## config.mk

```make
export PLATFORM = sky130hd
export DESIGN_NAME = dl_arb_mux
export DESIGN_NICKNAME = d
export VERILOG_FILES = /design/src/rtl/dl_pkg.sv /design/src/rtl/dl_rr_arbiter.sv /design/src/rtl/dl_arb_mux.sv
export SDC_FILE = /design/constraint.sdc
export NUM_CORES = 1
export LEC_CHECK = 0
export ABC_AREA = 1
export BUFFER_PORTS_ARGS = -buffer_cell sky130_fd_sc_hd__buf_2
export CORE_MARGIN = 5
export CORE_UTILIZATION = 40
export DETAILED_ROUTE_END_ITERATION = 8
export HOLD_SLACK_MARGIN = 0.05
export PLACE_DENSITY_LB_ADDON = 0.15
export SYNTH_ARGS = -nofsm -noshare
export SYNTH_HDL_FRONTEND = slang
export SYNTH_SLANG_ARGS = --single-unit
```

## constraint.sdc

```tcl
create_clock -name clk -period 2.15 [get_ports clk]
set_clock_uncertainty 0.1 [all_clocks]
set_input_delay 0.43 -clock clk [delete_from_list [all_inputs] [get_ports clk]]
set_output_delay 0.43 -clock clk [all_outputs]
set_load 0.005 [all_outputs]
```

## src/rtl/dl_pkg.sv

```systemverilog
// ============================================================================
// Module  : dl_pkg
// Brief   : Shared types for the arbitrating mux (arbiter mode, lock states).
// Revision: 1.0
// ============================================================================
`default_nettype none

package dl_pkg;

    typedef enum logic [0:0] {
        ARB_RR    = 1'b0,
        ARB_FIXED = 1'b1
    } arb_mode_e;

    typedef enum logic [0:0] {
        ST_UNLOCKED = 1'b0,
        ST_LOCKED   = 1'b1
    } lock_state_e;

endpackage

`default_nettype wire

```

## src/rtl/dl_rr_arbiter.sv

```systemverilog
// ============================================================================
// Module  : dl_rr_arbiter
// Brief   : Combinational rotating-priority arbiter with a fixed-priority mode.
// Revision: 1.0
// ============================================================================
`default_nettype none

module dl_rr_arbiter #(
    parameter int NUM_REQ = 4,
    localparam int PTR_W  = (NUM_REQ > 2) ? $clog2(NUM_REQ) : 1
) (
    input  logic [NUM_REQ-1:0] req,
    input  logic [PTR_W-1:0]   ptr,
    input  logic               fixed_pri,
    output logic [NUM_REQ-1:0] grant
);

    logic [PTR_W-1:0]     w_shift;
    logic [2*NUM_REQ-1:0] w_dbl_req;
    logic [NUM_REQ-1:0]   w_rot_req;
    logic [NUM_REQ-1:0]   w_rot_grant;
    logic [2*NUM_REQ-1:0] w_dbl_grant;
    logic                 w_found;

    // Rotate so the pointer position sits at bit 0, pick the lowest set bit,
    // then rotate the one-hot result back into channel order.
    always_comb begin
        w_shift     = fixed_pri ? '0 : ptr;
        w_dbl_req   = {req, req} >> w_shift;
        w_rot_req   = w_dbl_req[NUM_REQ-1:0];
        w_rot_grant = '0;
        w_found     = 1'b0;
        for (int i = 0; i < NUM_REQ; i++) begin
            if (w_rot_req[i] && !w_found) begin
                w_rot_grant[i] = 1'b1;
                w_found        = 1'b1;
            end
        end
        w_dbl_grant = {w_rot_grant, w_rot_grant} << w_shift;
        grant       = w_dbl_grant[2*NUM_REQ-1:NUM_REQ];
    end

endmodule

`default_nettype wire

```

## src/rtl/dl_arb_mux.sv

```systemverilog
// ============================================================================
// Module  : dl_arb_mux
// Brief   : N-input arbitrating mux with valid/ready, packet lock, output reg.
// Revision: 1.0
// ============================================================================
`default_nettype none

module dl_arb_mux
    import dl_pkg::*;
#(
    parameter int        NUM_BITS     = 32,
    parameter int        NUM_INPUTS   = 4,
    parameter arb_mode_e ARB_MODE     = ARB_RR,
    parameter bit        LOCK_ON_LAST = 1'b0,
    localparam int       SEL_W        = (NUM_INPUTS > 2) ? $clog2(NUM_INPUTS) : 1
) (
    input  logic                           clk,
    input  logic                           rst_n,
    input  logic [NUM_INPUTS-1:0]          in_valid,
    input  logic [NUM_INPUTS*NUM_BITS-1:0] in_data,
    input  logic [NUM_INPUTS-1:0]          in_last,
    output logic [NUM_INPUTS-1:0]          in_ready,
    output logic                           out_valid,
    output logic [NUM_BITS-1:0]            out_data,
    output logic                           out_last,
    output logic [SEL_W-1:0]               out_sel,
    input  logic                           out_ready
);

    logic [SEL_W-1:0]      r_ptr;
    logic [SEL_W-1:0]      r_lock_idx;
    lock_state_e           r_lock_state;
    logic                  r_out_valid;
    logic [NUM_BITS-1:0]   r_out_data;
    logic                  r_out_last;
    logic [SEL_W-1:0]      r_out_sel;

    logic [NUM_INPUTS-1:0] w_arb_grant;
    logic [NUM_INPUTS-1:0] w_lock_onehot;
    logic [NUM_INPUTS-1:0] w_grant;
    logic [SEL_W-1:0]      w_grant_idx;
    logic [SEL_W-1:0]      w_ptr_next;
    logic [NUM_BITS-1:0]   w_sel_data;
    logic                  w_sel_last;
    logic                  w_load;
    logic                  w_accept;
    logic                  w_ending;

    dl_rr_arbiter #(
        .NUM_REQ   (NUM_INPUTS)
    ) u_arbiter (
        .req       (in_valid),
        .ptr       (r_ptr),
        .fixed_pri (ARB_MODE == ARB_FIXED),
        .grant     (w_arb_grant)
    );

    always_comb begin
        w_load                    = !r_out_valid || out_ready;
        w_lock_onehot             = '0;
        w_lock_onehot[r_lock_idx] = 1'b1;
        // A held lock owns the grant even when its channel is idle.
        w_grant  = (r_lock_state == ST_LOCKED) ? w_lock_onehot : w_arb_grant;
        in_ready = w_grant & {NUM_INPUTS{w_load && rst_n}};
        w_accept = |(in_valid & in_ready);

        w_grant_idx = '0;
        w_sel_data  = '0;
        w_sel_last  = 1'b0;
        for (int i = 0; i < NUM_INPUTS; i++) begin
            if (w_grant[i]) begin
                w_grant_idx = SEL_W'(i);
            end
            w_sel_data = w_sel_data | (in_data[i*NUM_BITS +: NUM_BITS] & {NUM_BITS{w_grant[i]}});
            w_sel_last = w_sel_last | (in_last[i] & w_grant[i]);
        end

        w_ending   = !LOCK_ON_LAST || w_sel_last;
        w_ptr_next = (w_grant_idx == SEL_W'(NUM_INPUTS - 1)) ? '0 : w_grant_idx + 1'b1;
    end

    always_ff @(posedge clk or negedge rst_n) begin
        if (!rst_n) begin
            r_ptr        <= '0;
            r_lock_idx   <= '0;
            r_lock_state <= ST_UNLOCKED;
            r_out_valid  <= 1'b0;
            r_out_data   <= '0;
            r_out_last   <= 1'b0;
            r_out_sel    <= '0;
        end else begin
            if (w_load) begin
                r_out_valid <= w_accept;
                if (w_accept) begin
                    r_out_data <= w_sel_data;
                    r_out_last <= w_sel_last;
                    r_out_sel  <= w_grant_idx;
                end
            end
            if (w_accept) begin
                if ((ARB_MODE == ARB_RR) && w_ending) begin
                    r_ptr <= w_ptr_next;
                end
                if (LOCK_ON_LAST) begin
                    case (r_lock_state)
                        ST_UNLOCKED: begin
                            if (!w_sel_last) begin
                                r_lock_state <= ST_LOCKED;
                                r_lock_idx   <= w_grant_idx;
                            end
                        end
                        ST_LOCKED: begin
                            if (w_sel_last) begin
                                r_lock_state <= ST_UNLOCKED;
                            end
                        end
                        default: r_lock_state <= ST_UNLOCKED;
                    endcase
                end
            end
        end
    end

    assign out_valid = r_out_valid;
    assign out_data  = r_out_data;
    assign out_last  = r_out_last;
    assign out_sel   = r_out_sel;

endmodule

`default_nettype wire
```

**Word-level counts from Yosys, hierarchy flattened**

Cells that the tools add are included.
Widths: inputs -> output; s select.

- RAM bits: 0
- Memories: 0
- Output and inout bits: 40
- ROM bits: 0
- Bits of input ports: 139
- Bits in registers: 38
- Word-level logic and storage cells: 52
- Latch bits: 0

- $add $sub $neg: 1
- Eq/ne operators: 1
- Divide/modulo/power cells: 0
- Magnitude comparators: 2
- Multiplexer cells: 13
- Bitwise logic cells: 16
- Multipliers: 0
- Shift-type cells: 2
- Reductions and logical operators: 12

Operators by type and width:

| kind | count |
|---|---|
| $and 32x32->32 | 4 |
| $or 32x32->32 | 3 |
| $and 4x4->4 | 2 |
| $mux 1 | 8 |
| $shl 8x2->8 | 1 |
| $shr 8x2->4 | 1 |
| $mux 2 | 3 |
| $logic_and 1x1->1 | 5 |
| $and 1x1->1 | 4 |
| $logic_not 1->1 | 4 |
| $mux 4 | 1 |
| $reduce_or 4->1 | 1 |
| $lt 2x3->1 const B | 1 |
| $or 1x1->1 | 3 |
| $add 2x1->2 const B | 1 |
| $demux 1 s2 | 1 |
| $eq 2x2->1 const B | 1 |
| $ge 2x1->1 const B | 1 |
| $reduce_and 2->1 | 1 |
| $logic_or 1x1->1 | 1 |

**Depth between registers and ports, before layout**

Gate-level depths: netlist (run 1).

- Depth after elaboration: 18
- Mapped depth: 16
- Depth with buffers taken out: 15

**By module**

A second synthesis (run 1) with hierarchy kept.

- Cell total of the unflattened synthesis: 433
- Area, all modules: 2,825.2 um2

Modules (own cells, without submodules):

| module | seq. area each (um2) | instances | cells each | area each (um2) |
|---|---|---|---|---|
| dl_arb_mux | 950.9 | 1 | 366 | 2,423.6 |
| dl_rr_arbiter | 0.0 | 1 | 67 | 401.6 |

**Worst setup path after synthesis (run 1)**

OpenSTA, ideal clock, no wires.

- Path kind: reg2reg
- From: reg r_ptr[0]
- To: reg r_ptr[1]
- Clock period less this slack: 1,971 ps
- Buffers on the path: 3
- Arrival: 1,750 ps
- Required time: 1,929 ps
- Cell stages (with the launch flop): 16
- Library setup time: 121 ps
- Setup slack: 179 ps
- Cells stage by stage: dfrtp_1 -> buf_6 -> nand2_1 -> nand3_2 -> nand2_4 -> nand2_2 -> nor2_4 -> nand2_2 -> nand3_2 -> nand3_1 -> nand2_1 -> nor2_2 -> buf_6 -> buf_6 -> nand2_1 -> nand2_1

- Longest elaborated chain between the ends: 18
- Elaborated cells on any way between the ends: 24
- Those cells by class: add/sub (1); eq/ne (1); shift (2); mux (11); bitwise (2); reduce/logical (7)

RTL lines:

| item | line | RTL |
|---|---|---|
| from (decl) | dl_arb_mux.sv:30 | `logic [SEL_W-1:0] r_ptr;` |
| from (signal assigned) | dl_arb_mux.sv:102 | `r_ptr <= w_ptr_next;` |
| $shr 8x2->4 | dl_rr_arbiter.sv:29 | `w_dbl_req = {req, req} >> w_shift;` |
| $mux 1 | dl_rr_arbiter.sv:34 | `if (w_rot_req[i] && !w_found) begin` |
| $logic_not 1->1 | dl_rr_arbiter.sv:34 |  |
| $logic_and 1x1->1 | dl_rr_arbiter.sv:34 |  |
| $mux 1 | dl_rr_arbiter.sv:34 |  |
| $logic_not 1->1 | dl_rr_arbiter.sv:34 |  |
| $logic_and 1x1->1 | dl_rr_arbiter.sv:34 |  |
| $mux 1 | dl_rr_arbiter.sv:34 |  |
| $logic_not 1->1 | dl_rr_arbiter.sv:34 |  |
| $logic_and 1x1->1 | dl_rr_arbiter.sv:34 |  |
| $mux 1 | dl_rr_arbiter.sv:34 |  |
| $shl 8x2->8 (*) | dl_rr_arbiter.sv:39 | `w_dbl_grant = {w_rot_grant, w_rot_grant} << w_shift;` |
| $mux 4 (*) | dl_arb_mux.sv:63 | `w_grant = (r_lock_state == ST_LOCKED) ? w_lock_onehot : w_arb_grant;` |
| $mux 1 | dl_arb_mux.sv:71 | `if (w_grant[i]) begin` |
| $mux 2 (2 in a row) | dl_arb_mux.sv:71 |  |
| $add 2x1->2 or $eq 2x2->1 (tied branches) | dl_arb_mux.sv:79 | `w_ptr_next = (w_grant_idx == SEL_W'(NUM_INPUTS - 1)) ? '0 : w_grant_idx + 1'b1;` |
| $mux 2 | dl_arb_mux.sv:79 |  |

Every way passes the cells marked *; elsewhere a longest branch is shown, timed or not.
A chain may end at the register's enable or synchronous reset.

**Final worst setup path (run 1)**

- From: reg r_ptr[0]
- To: out in_ready[1]

- Longest elaborated chain between the ends: 14
- Elaborated cells on any way between the ends: 16
- Those cells by class: shift (2); mux (7); bitwise (1); reduce/logical (6)

RTL lines:

| item | line | RTL |
|---|---|---|
| $shr 8x2->4 | dl_rr_arbiter.sv:29 |  |
| $mux 1 | dl_rr_arbiter.sv:34 |  |
| $logic_not 1->1 | dl_rr_arbiter.sv:34 |  |
| $logic_and 1x1->1 | dl_rr_arbiter.sv:34 |  |
| $mux 1 | dl_rr_arbiter.sv:34 |  |
| $logic_not 1->1 | dl_rr_arbiter.sv:34 |  |
| $logic_and 1x1->1 | dl_rr_arbiter.sv:34 |  |
| $mux 1 | dl_rr_arbiter.sv:34 |  |
| $logic_not 1->1 | dl_rr_arbiter.sv:34 |  |
| $logic_and 1x1->1 | dl_rr_arbiter.sv:34 |  |
| $mux 1 | dl_rr_arbiter.sv:34 |  |
| $shl 8x2->8 (*) | dl_rr_arbiter.sv:39 |  |
| $mux 4 (*) | dl_arb_mux.sv:63 |  |
| $and 4x4->4 (*) | dl_arb_mux.sv:64 | `in_ready = w_grant & {NUM_INPUTS{w_load && rst_n}};` |
| to (decl) | dl_arb_mux.sv:22 | `output logic [NUM_INPUTS-1:0] in_ready,` |

Marks and branches as above.

==> impl_results.md, run 1 <==
- Status: finished with violations
- Failing checks: setup timing
- Unrepaired setup endpoints after global routing: yes
- Hold_ws: 109 ps
- LEAKAGE: just under 3 nW
- Compound-cell area share of the yosys netlist: less than 1%
- PortBufs: ~180
- DP Area: 4340 µm²
- Yosys cell types: 22
- Chip Width: around 100 µm
- Total length of routed wires: 12400 µm
- I/O Pins: 179
- CTS sink cnt: 38
- Cell Area, Synth: about 3200 µm²
- Vias in the first global route: just over 4k
- R2r setup slk: -60 ps
- Core footprint: 7810 µm²
- Residual DRC: 0
- Max Buffers Root-to-Sink: 2
- DRT iter0 DRCs: 229
- Internal Power: between 4 and 5 mW
- Yosys warns: 3
- Largest net degree at the start of global routing: 39
- Synth Register Bits: 38
- Largest family of logic cells by synthesized area: simple AND/OR/NAND/NOR gates
- Clk_lat worst skew: roughly 290 ps
- PnR worst setup slack: -142 ps
- Vias: ~4.2k
- Dpl hpwl: a little over 9000 µm
- Design Area, Final: ~4700 µm²
- CTS H-Tree Depth: 2
- Synth Area in Simple Gates: about 55%
- Cells after Synth: between 500 and 600
- Final Hold Fails: 0
- Combinational Power Share: between 70 and 80%
- DR vias/cell: 4.91
- Reg-to-reg endpoint: out_last
- PD cells: 1910 nW/µm²
- Fmax: about 440 MHz
- Antenna Nets Post-Route: 0
- Die area: around 10000 µm²
- Dpl cells: 824
- Worst setup EP type: primary output
- Worst relative slew slack: between 60% and 70%
- Worst R2R Start: r_ptr[0]
- Worst EP arrival: 1760 ps
- Antenna violations before repair: 0
- Pre-antenna DRT Iters: 4
- XOR/XNOR share of the synthesized area: 0%
- Nets@finish: between 800 and 900
- Max Slew Vio Count: 0
- Worst EP required: 1620 ps
- HP Class: input pin to asynchronous set/reset pin
- Worst-path clk slew: 70 ps
- Adder-Cell Fraction of Synth Area: 0%
- WL per Instance: about 15 µm
- Fin cells: around 850
- CTS Root Buffer Type: clkbuf_8
- Clock group share of total power: between 5 and 6%
- First-pass GRT wire length: 19200 µm
- Switching share of power: slightly above 50%
- Mapped Nets: between 600 and 700
- Psw: 4.68 mW
- Sequential area share after synthesis: roughly 30%
- Filler instances: 790
- Die extent in y: around 100 µm
- Slew of the pin with the lowest slew margin: ~520 ps
- Sequential share of power: about 15%
- Syn avg cell area: roughly 5.9 µm²
- Max cap viols: 0
- Rows: 32
- Total GRT Usage: 23.9%
- Area grow syn2layout: 45.8%
- Worst Path Max Fanout: 5
- Setup crit start kind: flop
- Hold-fix buffers, CTS: 0
- Fraction of layout cells with a size suffix above 1: a little under two fifths
- GRT overflow: 0
- Peak VDD IR: roughly 830 µV
- Fin crit share: 107%
- Post-synthesis mux area share: 0%
- GP Congestion: slightly above 0.9
- Starting density of the core: roughly 41%
- CTS tree: done
- Minimum clock period: ~2300 ps
- Final setup fails: 40
- Crit path kind: flop to primary output
- TritonCTS buffer count: 5
- R2R depth: 15
cell type report:
| type | count | area (µm²) | share of cell area, % |
|---|---|---|---|
| multi-input combinational | 397 | 1870 | 39.6 |
| timing repair buffer | 222 | 1360 | 28.9 |
| sequential | 38 | 953 | 20.2 |
| inverter | 80 | 305 | 6.48 |
| tap | 102 | 128 | 2.71 |
| clock buffer | 6 | 82.6 | 1.75 |
| clock inverter | 2 | 12.5 | 0.265 |
| antenna | 1 | 2.50 | 0.0531 |
cells by family after synthesis:
group | Yosys count
buf+inv | 113
compound gates | 3
flops | 38
simple gates | 394
metal layers:
layer	wire, µm	global-route usage (%)	vias to the layer above	part of all wire [%]
met1	5020	30.1	1880	40
li1	-	-	2099	-
met2	6100	40.9	168	49
met4	157	7.14	0	1.3
met5	0	0	-	0
met3	1130	5.00	18	9.1
Yosys cell counts (all sizes together):
cell,n,share of area (%)
o2bb2ai,1,0.27
clkbuf,1,0.12
inv,80,9.4
dfrtp,38,29
nand4,3,0.58
and2,3,0.58
nor2,3,0.66
o21ai,2,0.31
buf,32,5.9
nand2,234,28
nand3,151,25
power groups by stage:
stage	Clock (mW)	Sequential, mW	Combinational (mW)
floorplan	0	1.37	4.25
global placement	0	1.39	6.30
detailed placement	0	1.38	6.37
CTS	0.535	1.39	6.73
global route	0.565	1.44	7.94
finish	0.520	1.39	7.11
flip-flops by register name, summed over array words and instances (netlist names):
name,count
out_data,32
out_sel,2
r_ptr,2
out_last,1
out_valid,1
per-stage QoR:
stage	util [%]	worst slack, ps	total power [mW]	setup TNS [ps]
global placement	55.6	18.3	7.69	0
floorplan	-	179	5.61	0
CTS	59.0	-115	8.66	-402
finish	60.4	-142	9.02	-1980
detailed placement	55.6	5.22	7.76	0
global route	60.4	-250	9.94	-6770
critical path, stage by stage (launching register included):
cell	delay, ps
dfrtp_2	470
nand2_1	140
nand3_1	100
nand2_2	110
nand2_2	80
nor2_4	120
nand2_2	80
nand3_2	90
nand3_2	90
inv_2	70
buf_2	100
worst max-delay path by stage:
stage / start / endpoint / slack, ps / cells past startpoint
2_1_floorplan: r_ptr[0] / r_ptr[1] / 180 / 15
3_3_place_gp: r_ptr[0] / out_data[5] / 20 / 15
3_5_place_dp: r_ptr[0] / out_sel[0] / 5 / 15
4_1_cts: r_ptr[0] / in_ready[2] / -120 / 11
5_1_grt: r_ptr[0] / in_ready[1] / -250 / 11
6_report: r_ptr[0] / in_ready[1] / -140 / 10
layout by cell type, fill, tap and decap left out, drive strengths merged:
| master | instances |
|---|---|
| nor2 | 3 |
| o2bb2ai | 1 |
| clkinv | 1 |
| clkinvlp | 1 |
| and2 | 3 |
| clkbuf | 8 |
| o21ai | 2 |
| diode | 1 |
| nand4 | 3 |
| nand2 | 234 |
| inv | 80 |
| buf | 220 |
| dfrtp | 38 |
| nand3 | 151 |
what timing repair did:
action | in CTS | in global routing
pin swaps | 14 | 5
buffers inserted | 11 | 2
gates cloned | 0 | 2
endpoints found under the setup margin | 34 | 42
gates resized for setup | 26 | 13
(Power assumes the default switching activity.)
==> run 2, diff against run 1 <==
--- a/config.mk
+++ b/config.mk
@@ -12,6 +12,7 @@
 export DETAILED_ROUTE_END_ITERATION = 8
 export HOLD_SLACK_MARGIN = 0.05
 export PLACE_DENSITY_LB_ADDON = 0.15
+export RECOVER_POWER = 50
 export SYNTH_ARGS = -nofsm -noshare
 export SYNTH_HDL_FRONTEND = slang
 export SYNTH_SLANG_ARGS = --single-unit
==> run 2 against run 1 <==
The run still ends with setup timing left. Core utilization about the same. Cell count unchanged. Worst hold slack improved by 110 ps. Via count about the same. Critical path depth unchanged. Count of clock-buffer cells in the layout unchanged. Die area unchanged. Register-to-register slack about the same. Clock power about the same. First-iteration DRC count decreased by 0.44%. Highest routed layer unchanged.
==> impl_results.md, run 2 (synthesized netlist as in run 1, its figures left out) <==
- Dpl cells: 824 (unchanged)
- I/O Pins: 179 (unchanged)
- LEAKAGE: 2.96 nW (about the same)
- Status: finished with violations (unchanged)
- Worst-path clk slew: 70 ps (about the same)
- Pre-antenna DRT Iters: 4 (unchanged)
- Chip Width: 99.9 µm (unchanged)
- PortBufs: 178 (unchanged)
- Nets@finish: 883 (unchanged)
- CTS Root Buffer Type: clkbuf_8 (unchanged)
- Multi-input gate area: 1870 µm² (unchanged)
- Worst EP required: 1620 ps (about the same)
- Worst Path Max Fanout: 5 (unchanged)
- Die area: 9980 µm² (unchanged)
- CTS sink cnt: 38 (unchanged)
- GRT overflow: 0 (unchanged)
- Most common cell after layout, fill and taps aside: nand2_1 (unchanged)
- Max Buffers Root-to-Sink: 2 (unchanged)
- Slew of the pin with the lowest slew margin: 1010 ps (was 519 ps)
- Final core utilization: 60.4% (about the same)
- Final setup fails: 40 (unchanged)
- Max cap viols: 0 (unchanged)
- DR vias/cell: 4.91 (about the same)
- Register area: 953 µm² (unchanged)
- Setup crit start kind: flop (unchanged)
- Worst relative slew slack: 32.9% (was 65.4%)
- Dpl hpwl: 9190 µm (unchanged)
- Area grow syn2layout: 45.7% (was 45.8%)
- Total length of routed wires: 12400 µm (about the same)
- Clk_lat worst skew: 290 ps (about the same)
- Final Hold Fails: 0 (unchanged)
- Fmax: 436 MHz (about the same)
- CTS H-Tree Depth: 2 (unchanged)
- Filler instances: 790 (unchanged)
- Minimum clock period: 2290 ps (about the same)
- Hold_ws: 216 ps (was 109 ps)
- Commonest non-fill, non-tap cells in the layout: 217 x nand2_1, 175 x buf_2, 136 x nand3_1 (unchanged)
- DRT iter0 DRCs: 228 (was 229)
- PnR worst setup slack: -142 ps (about the same)
- Peak VDD IR: 832 µV (was 831 µV)
- Fin cells: 848 (unchanged)
- Starting density of the core: 41.4% (unchanged)
- WL per Instance: 14.6 µm (about the same)
- Worst EP arrival: 1760 ps (about the same)
- HP Class: input pin to flop (was input pin to asynchronous set/reset pin)
- Crit path kind: flop to primary output (unchanged)
- Total GRT Usage: 23.9% (unchanged)
- Vias: 4163 (was 4165)
- Setup_tns: -2030 ps (was -1980 ps)
- Fraction of layout cells with a size suffix above 1: 36.8% (unchanged)
- Fin crit share: 107% (about the same)
- PD cells: 1910 nW/µm² (about the same)
- Unrepaired setup endpoints after global routing: yes (unchanged)
- GP Congestion: 0.931 (unchanged)
- Vias in the first global route: 4022 (unchanged)
- Antenna Nets Post-Route: 0 (unchanged)
- Largest net degree at the start of global routing: 39 (unchanged)
- CTS tree: done (unchanged)
- Core footprint: 7810 µm² (unchanged)
- Worst setup EP type: primary output (unchanged)
- Failing checks: setup timing (unchanged)
- Largest register FFs: 32 (unchanged)
- Antenna violations before repair: 0 (unchanged)
- Rows: 32 (unchanged)
- Die extent in y: 99.9 µm (unchanged)
- First-pass GRT wire length: 19200 µm (unchanged)
- Place WS: 5.22 ps (unchanged)
- Residual DRC: 0 (unchanged)
- Max Slew Vio Count: 0 (unchanged)
- TritonCTS buffer count: 5 (unchanged)
-- run 2: per-layer routing --
metal	part of all wire [%]	wire [µm]	global-route usage (%)	vias up
met1	40	4990	30.1	1878
met2	49	6110	40.9	168
met5	0	0	0	-
met4	1.3	158	7.14	0
li1	-	-	-	2099
met3	9.1	1130	5.00	18
-- run 2: path summary, 6_finish.rpt --
path                                  start      endpoint  slack [ps]  cells past startpoint
worst min-delay path              out_ready     out_valid         220                      2
min in group asynchronous             rst_n  out_data[26]         300                      2
worst max register to register     r_ptr[0]      out_last         -70                     15
worst max-delay path               r_ptr[0]   in_ready[1]        -140                     10
worst min register to register  out_data[2]   out_data[2]         380                      2
max in group asynchronous             rst_n      r_ptr[0]         980                      2
-- run 2: critical path: stages, from the launching register on --
cell and delay, ps:
dfrtp_2 470, nand2_1 140, nand3_1 100, nand2_2 110, nand2_2 80, nor2_4 120
nand2_2 80, nand3_2 90, nand3_2 90, inv_2 70, buf_2 100
-- run 2: cell type report --
type / count / area share (%)
multi-input cells: 397 / 39.6
repair buffers: 222 / 28.9
flip-flops and latches: 38 / 20.2
inverters: 80 / 6.48
well taps: 102 / 2.71
clock buffers: 6 / 1.75
clock inverters: 2 / 0.266
diodes: 1 / 0.0531
-- run 2: timing repair --
item                       CTS  global route
resized for setup           26            13
gates cloned                 0             2
setup endpoints to repair   34            42
pin swaps                   14             5
setup buffers               11             2
hold buffers                 0             0
-- run 2: stage by stage --
step | power (mW) | instance area (µm²)
2_1_floorplan | 5.61 | 3230
6_report | 9.01 | 4710
3_3_place_gp | 7.69 | 4340
3_5_place_dp | 7.76 | 4340
4_1_cts | 8.66 | 4600
5_1_grt | 9.94 | 4710
-- run 2: power breakdown --
group | leakage (nW) | internal, mW | total, mW | switching (mW)
clock network | 0.0472 | 0.258 | 0.520 | 0.262
logic | 2.46 | 2.94 | 7.10 | 4.16
registers | 0.451 | 1.14 | 1.39 | 0.248
==> run 3, diff against run 2 <==
--- a/config.mk
+++ b/config.mk
@@ -5,10 +5,9 @@
 export SDC_FILE = /design/constraint.sdc
 export NUM_CORES = 1
 export LEC_CHECK = 0
-export ABC_AREA = 1
 export BUFFER_PORTS_ARGS = -buffer_cell sky130_fd_sc_hd__buf_2
 export CORE_MARGIN = 5
-export CORE_UTILIZATION = 40
+export CORE_UTILIZATION = 42
 export DETAILED_ROUTE_END_ITERATION = 8
 export HOLD_SLACK_MARGIN = 0.05
 export PLACE_DENSITY_LB_ADDON = 0.15
==> run 3 against run 2 <==
The run now ends clean. First-iteration DRC count down 8.3%. Sequential cell count unchanged. Synthesized cell count down 45%. Critical endpoint is now in_ready[2]. Largest power group unchanged.
==> impl_results.md, run 3 <==
- Top cells by area, synth: dfrtp_1 36%, mux2_1 15%, nand3_1 13% (was dfrtp_1 29%, nand2_1 27%, nand3_1 22%)
- Worst setup EP type: primary output (unchanged)
- Psw: 1.72 mW (was 4.67 mW)
- PortBufs: 178 (unchanged)
- LEAKAGE: 2.08 nW (was 2.96 nW)
- Total length of routed wires: 9610 µm (was 12400 µm)
- Total GRT Usage: 23.0% (was 23.9%)
- Slowest cell on crit path: dfrtp_1 (was dfrtp_2)
- Cell Area, Synth: 2680 µm² (was 3230 µm²)
- DR vias/cell: 5.64 (was 4.91)
- I/O Pins: 179 (unchanged)
- HP Class: input pin to flop (unchanged)
- R2r setup slk: 40 ps (was -70 ps)
- CTS Root Buffer Type: clkbuf_8 (unchanged)
- Worst Hold Depth: 2 (unchanged)
- DP Area: 3790 µm² (was 4340 µm²)
- Most frequent cell after synthesis: nand3_1 (was nand2_1)
- Nets@finish: 623 (was 883)
- Worst hold start: out_ready (unchanged)
- N_diodes: 0 (was 1)
- Yosys top cell by area: dfrtp_1 (unchanged)
- Worst EP required: 1620 ps (about the same)
- Max Slew Vio Count: 0 (unchanged)
- Worst Path Max Fanout: 2 (was 5)
- Reg-to-reg endpoint: out_data[31] (was out_last)
- Filler instances: 569 (was 790)
- Area grow syn2layout: 50.0% (was 45.7%)
- Fin crit share: 98.6% (was 107%)
- Worst-path clk slew: 70 ps (about the same)
- PD cells: 1090 nW/µm² (was 1910 nW/µm²)
- Largest net degree at the start of global routing: 39 (unchanged)
- Rows: 29 (was 32)
- Minimum clock period: 2120 ps (was 2290 ps)
- Sequential area share after synthesis: 35.5% (was 29.4%)
- Core footprint: 6280 µm² (was 7810 µm²)
- Die area: 8070 µm² (was 9980 µm²)
- CTS sink cnt: 38 (unchanged)
- Post-synth top area share: 35.5% (was 29.4%)
- Setup_tns: 0 ps (was -2030 ps)
- Clk_lat worst skew: 280 ps (was 290 ps)
- Hold_ws: 232 ps (was 216 ps)
- Synth cell count leaders: 67 x nand3_1, 38 x dfrtp_1, 36 x inv_1 (was 229 x nand2_1, 141 x nand3_1, 78 x inv_1)
- Synth Register Bits: 38 (unchanged)
- Antenna Nets Post-Route: 0 (unchanged)
- Max cap viols: 0 (unchanged)
- Ys async rst share: 100% (unchanged)
- CTS tree: done (unchanged)
- Mapped Nets: 441 (was 687)
- First-pass GRT wire length: 15700 µm (was 19200 µm)
- Dpl cells: 549 (was 824)
- Final Hold Fails: 0 (unchanged)
- Peak VDD IR: 683 µV (was 832 µV)
- Dpl hpwl: 7090 µm (was 9190 µm)
- WHS Endpoint: out_valid (unchanged)
- Antenna violations before repair: 0 (unchanged)
- Setup crit start kind: flop (unchanged)
- Slowest stage delay, CP: 380 ps (was 470 ps)
- Starting density of the core: 42.7% (was 41.4%)
- Vias in the first global route: 3277 (was 4022)
- DRT iter0 DRCs: 209 (was 228)
- Combinational Power Share: 58.1% (was 78.8%)
- Post-synth top flop: dfrtp_1 (unchanged)
- Most common cell after layout, fill and taps aside: buf_2 (was nand2_1)
- Residual DRC: 0 (unchanged)
- Vias: 3170 (was 4163)
- PnR worst setup slack: 29.5 ps (was -142 ps)
- Unrepaired setup endpoints after global routing: yes (unchanged)
- Final core utilization: 64.0% (was 60.4%)
- Design Area, Final: 4020 µm² (was 4710 µm²)
- Die extent in y: 89.8 µm (was 99.9 µm)
- Hold-fix buffers, CTS: 0 (unchanged)
- Final setup fails: 0 (was 40)
- GP Congestion: 0.792 (was 0.931)
- Cells after Synth: 302 (was 548)
- GRT overflow: 0 (unchanged)
- Max Buffers Root-to-Sink: 2 (unchanged)
- Yosys cell types: 26 (was 22)
- Sequential share of power: 28.4% (was 15.4%)
- Clock group share of total power: 13.5% (was 5.8%)
- Switching share of power: 39.1% (was 51.8%)
- Worst R2R Start: r_ptr[0] (unchanged)
- PnR Total Power: 4.39 mW (was 9.01 mW)
- Place WS: -77.0 ps (was 5.22 ps)
- Commonest non-fill, non-tap cells in the layout: 175 x buf_2, 66 x nand3_1, 38 x dfrtp_1 (was 217 x nand2_1, 175 x buf_2, 136 x nand3_1)
- TritonCTS buffer count: 5 (unchanged)
- Largest register FFs: 32 (unchanged)
- WL per Instance: 17.1 µm (was 14.6 µm)
- Yosys warns: 3 (unchanged)
- Worst relative slew slack: 38.5% (was 32.9%)
- R2R depth: 7 (was 15)
- Critical path cell sequence: and2b_4 -> o311ai_4 -> nand2_2 -> buf_6 -> nor2_4 -> buf_2 (was nand2_1 -> nand3_1 -> nand2_2 -> nand2_2 -> nor2_4 -> nand2_2 -> nand3_2 -> nand3_2 -> inv_2 -> buf_2)
- Fmax: 472 MHz (was 436 MHz)
- Syn avg cell area: 8.87 µm² (was 5.90 µm²)
- Status: completed (was finished with violations)
- Fin cells: 562 (was 848)
- Internal Power: 2.67 mW (was 4.34 mW)
- Pre-antenna DRT Iters: 5 (was 4)
- Crit path kind: flop to primary output (unchanged)
- Chip Width: 89.8 µm (was 99.9 µm)
- Fraction of layout cells with a size suffix above 1: 50.5% (was 36.8%)
- Worst EP arrival: 1590 ps (was 1760 ps)
- CTS H-Tree Depth: 2 (unchanged)
- EDFF count, synth: 0 (unchanged)
- Slew of the pin with the lowest slew margin: 922 ps (was 1010 ps)
[run 3: cell count changes after synthesis, sizes merged, moves of 3 or more]
cell and change:
nand4 +30, inv -44, and2 -3, o2111ai +33, clkbuf +23, nand2 -228, mux2 +35, nand3 -84
buf -24
[run 3: final cells by class]
| type | instances | area [µm²] | area share, % |
|---|---|---|---|
| sequential | 38 | 951 | 23.7 |
| timing repair buffer | 207 | 1150 | 28.7 |
| clock buffer | 5 | 68.8 | 1.71 |
| multi-input combinational | 196 | 1570 | 39.1 |
| tap | 77 | 96.3 | 2.40 |
| clock inverter | 3 | 40.0 | 0.997 |
| inverter | 36 | 135 | 3.36 |
[run 3: critical path: cells and delay by family (launching register included)]
kind	cells	cell delay [ps]
buffers and inverters	2	240
AO/OA/AOI/OAI	1	310
AND/OR/NAND/NOR	3	390
flip-flops	1	380
[run 3: cells by family after synthesis]
group	after synthesis	share of synthesized area [%]
buffers and inverters	68	10.7
multiplexers	36	15.1
AO/OA/AOI/OAI	43	15.2
flip-flops	38	35.5
AND/OR/NAND/NOR	117	23.5
[run 3: metal layers]
| metal | wire length (µm) | share of wire (%) | global-route usage, % | vias up |
|---|---|---|---|---|
| met5 | 0 | 0 | 0 | - |
| met2 | 4640 | 48 | 38.5 | 174 |
| met1 | 3740 | 39 | 27.4 | 1467 |
| met4 | 284 | 3.0 | 9.45 | 0 |
| li1 | - | - | - | 1503 |
| met3 | 943 | 9.8 | 6.76 | 26 |
[run 3: worst max-delay path by stage]
stage                            from           end  slack [ps]  cells past startpoint
final                        r_ptr[0]   in_ready[2]          30                      6
after global routing         r_ptr[0]   in_ready[2]         -50                      6
after global placement    in_valid[1]  out_data[31]         -40                      7
after detailed placement  in_valid[1]   out_data[9]         -80                      7
after floorplan           in_valid[0]  out_data[16]         -20                      8
after CTS                    r_ptr[0]   in_ready[3]          -7                      6
[run 3: what timing repair did]
action                     4_1_cts  5_1_grt
pin swaps                        1        4
setup endpoints to repair        2        5
setup buffers                    1        4
gates resized for setup          2       20
[run 3: power groups by stage]
stage	Combinational, mW	Sequential (mW)	Clock, mW
floorplan	1.31	1.27	0
global placement	2.27	1.25	0
detailed placement	2.31	1.24	0
CTS	2.33	1.23	0.618
global route	2.77	1.28	0.650
finish	2.55	1.25	0.592
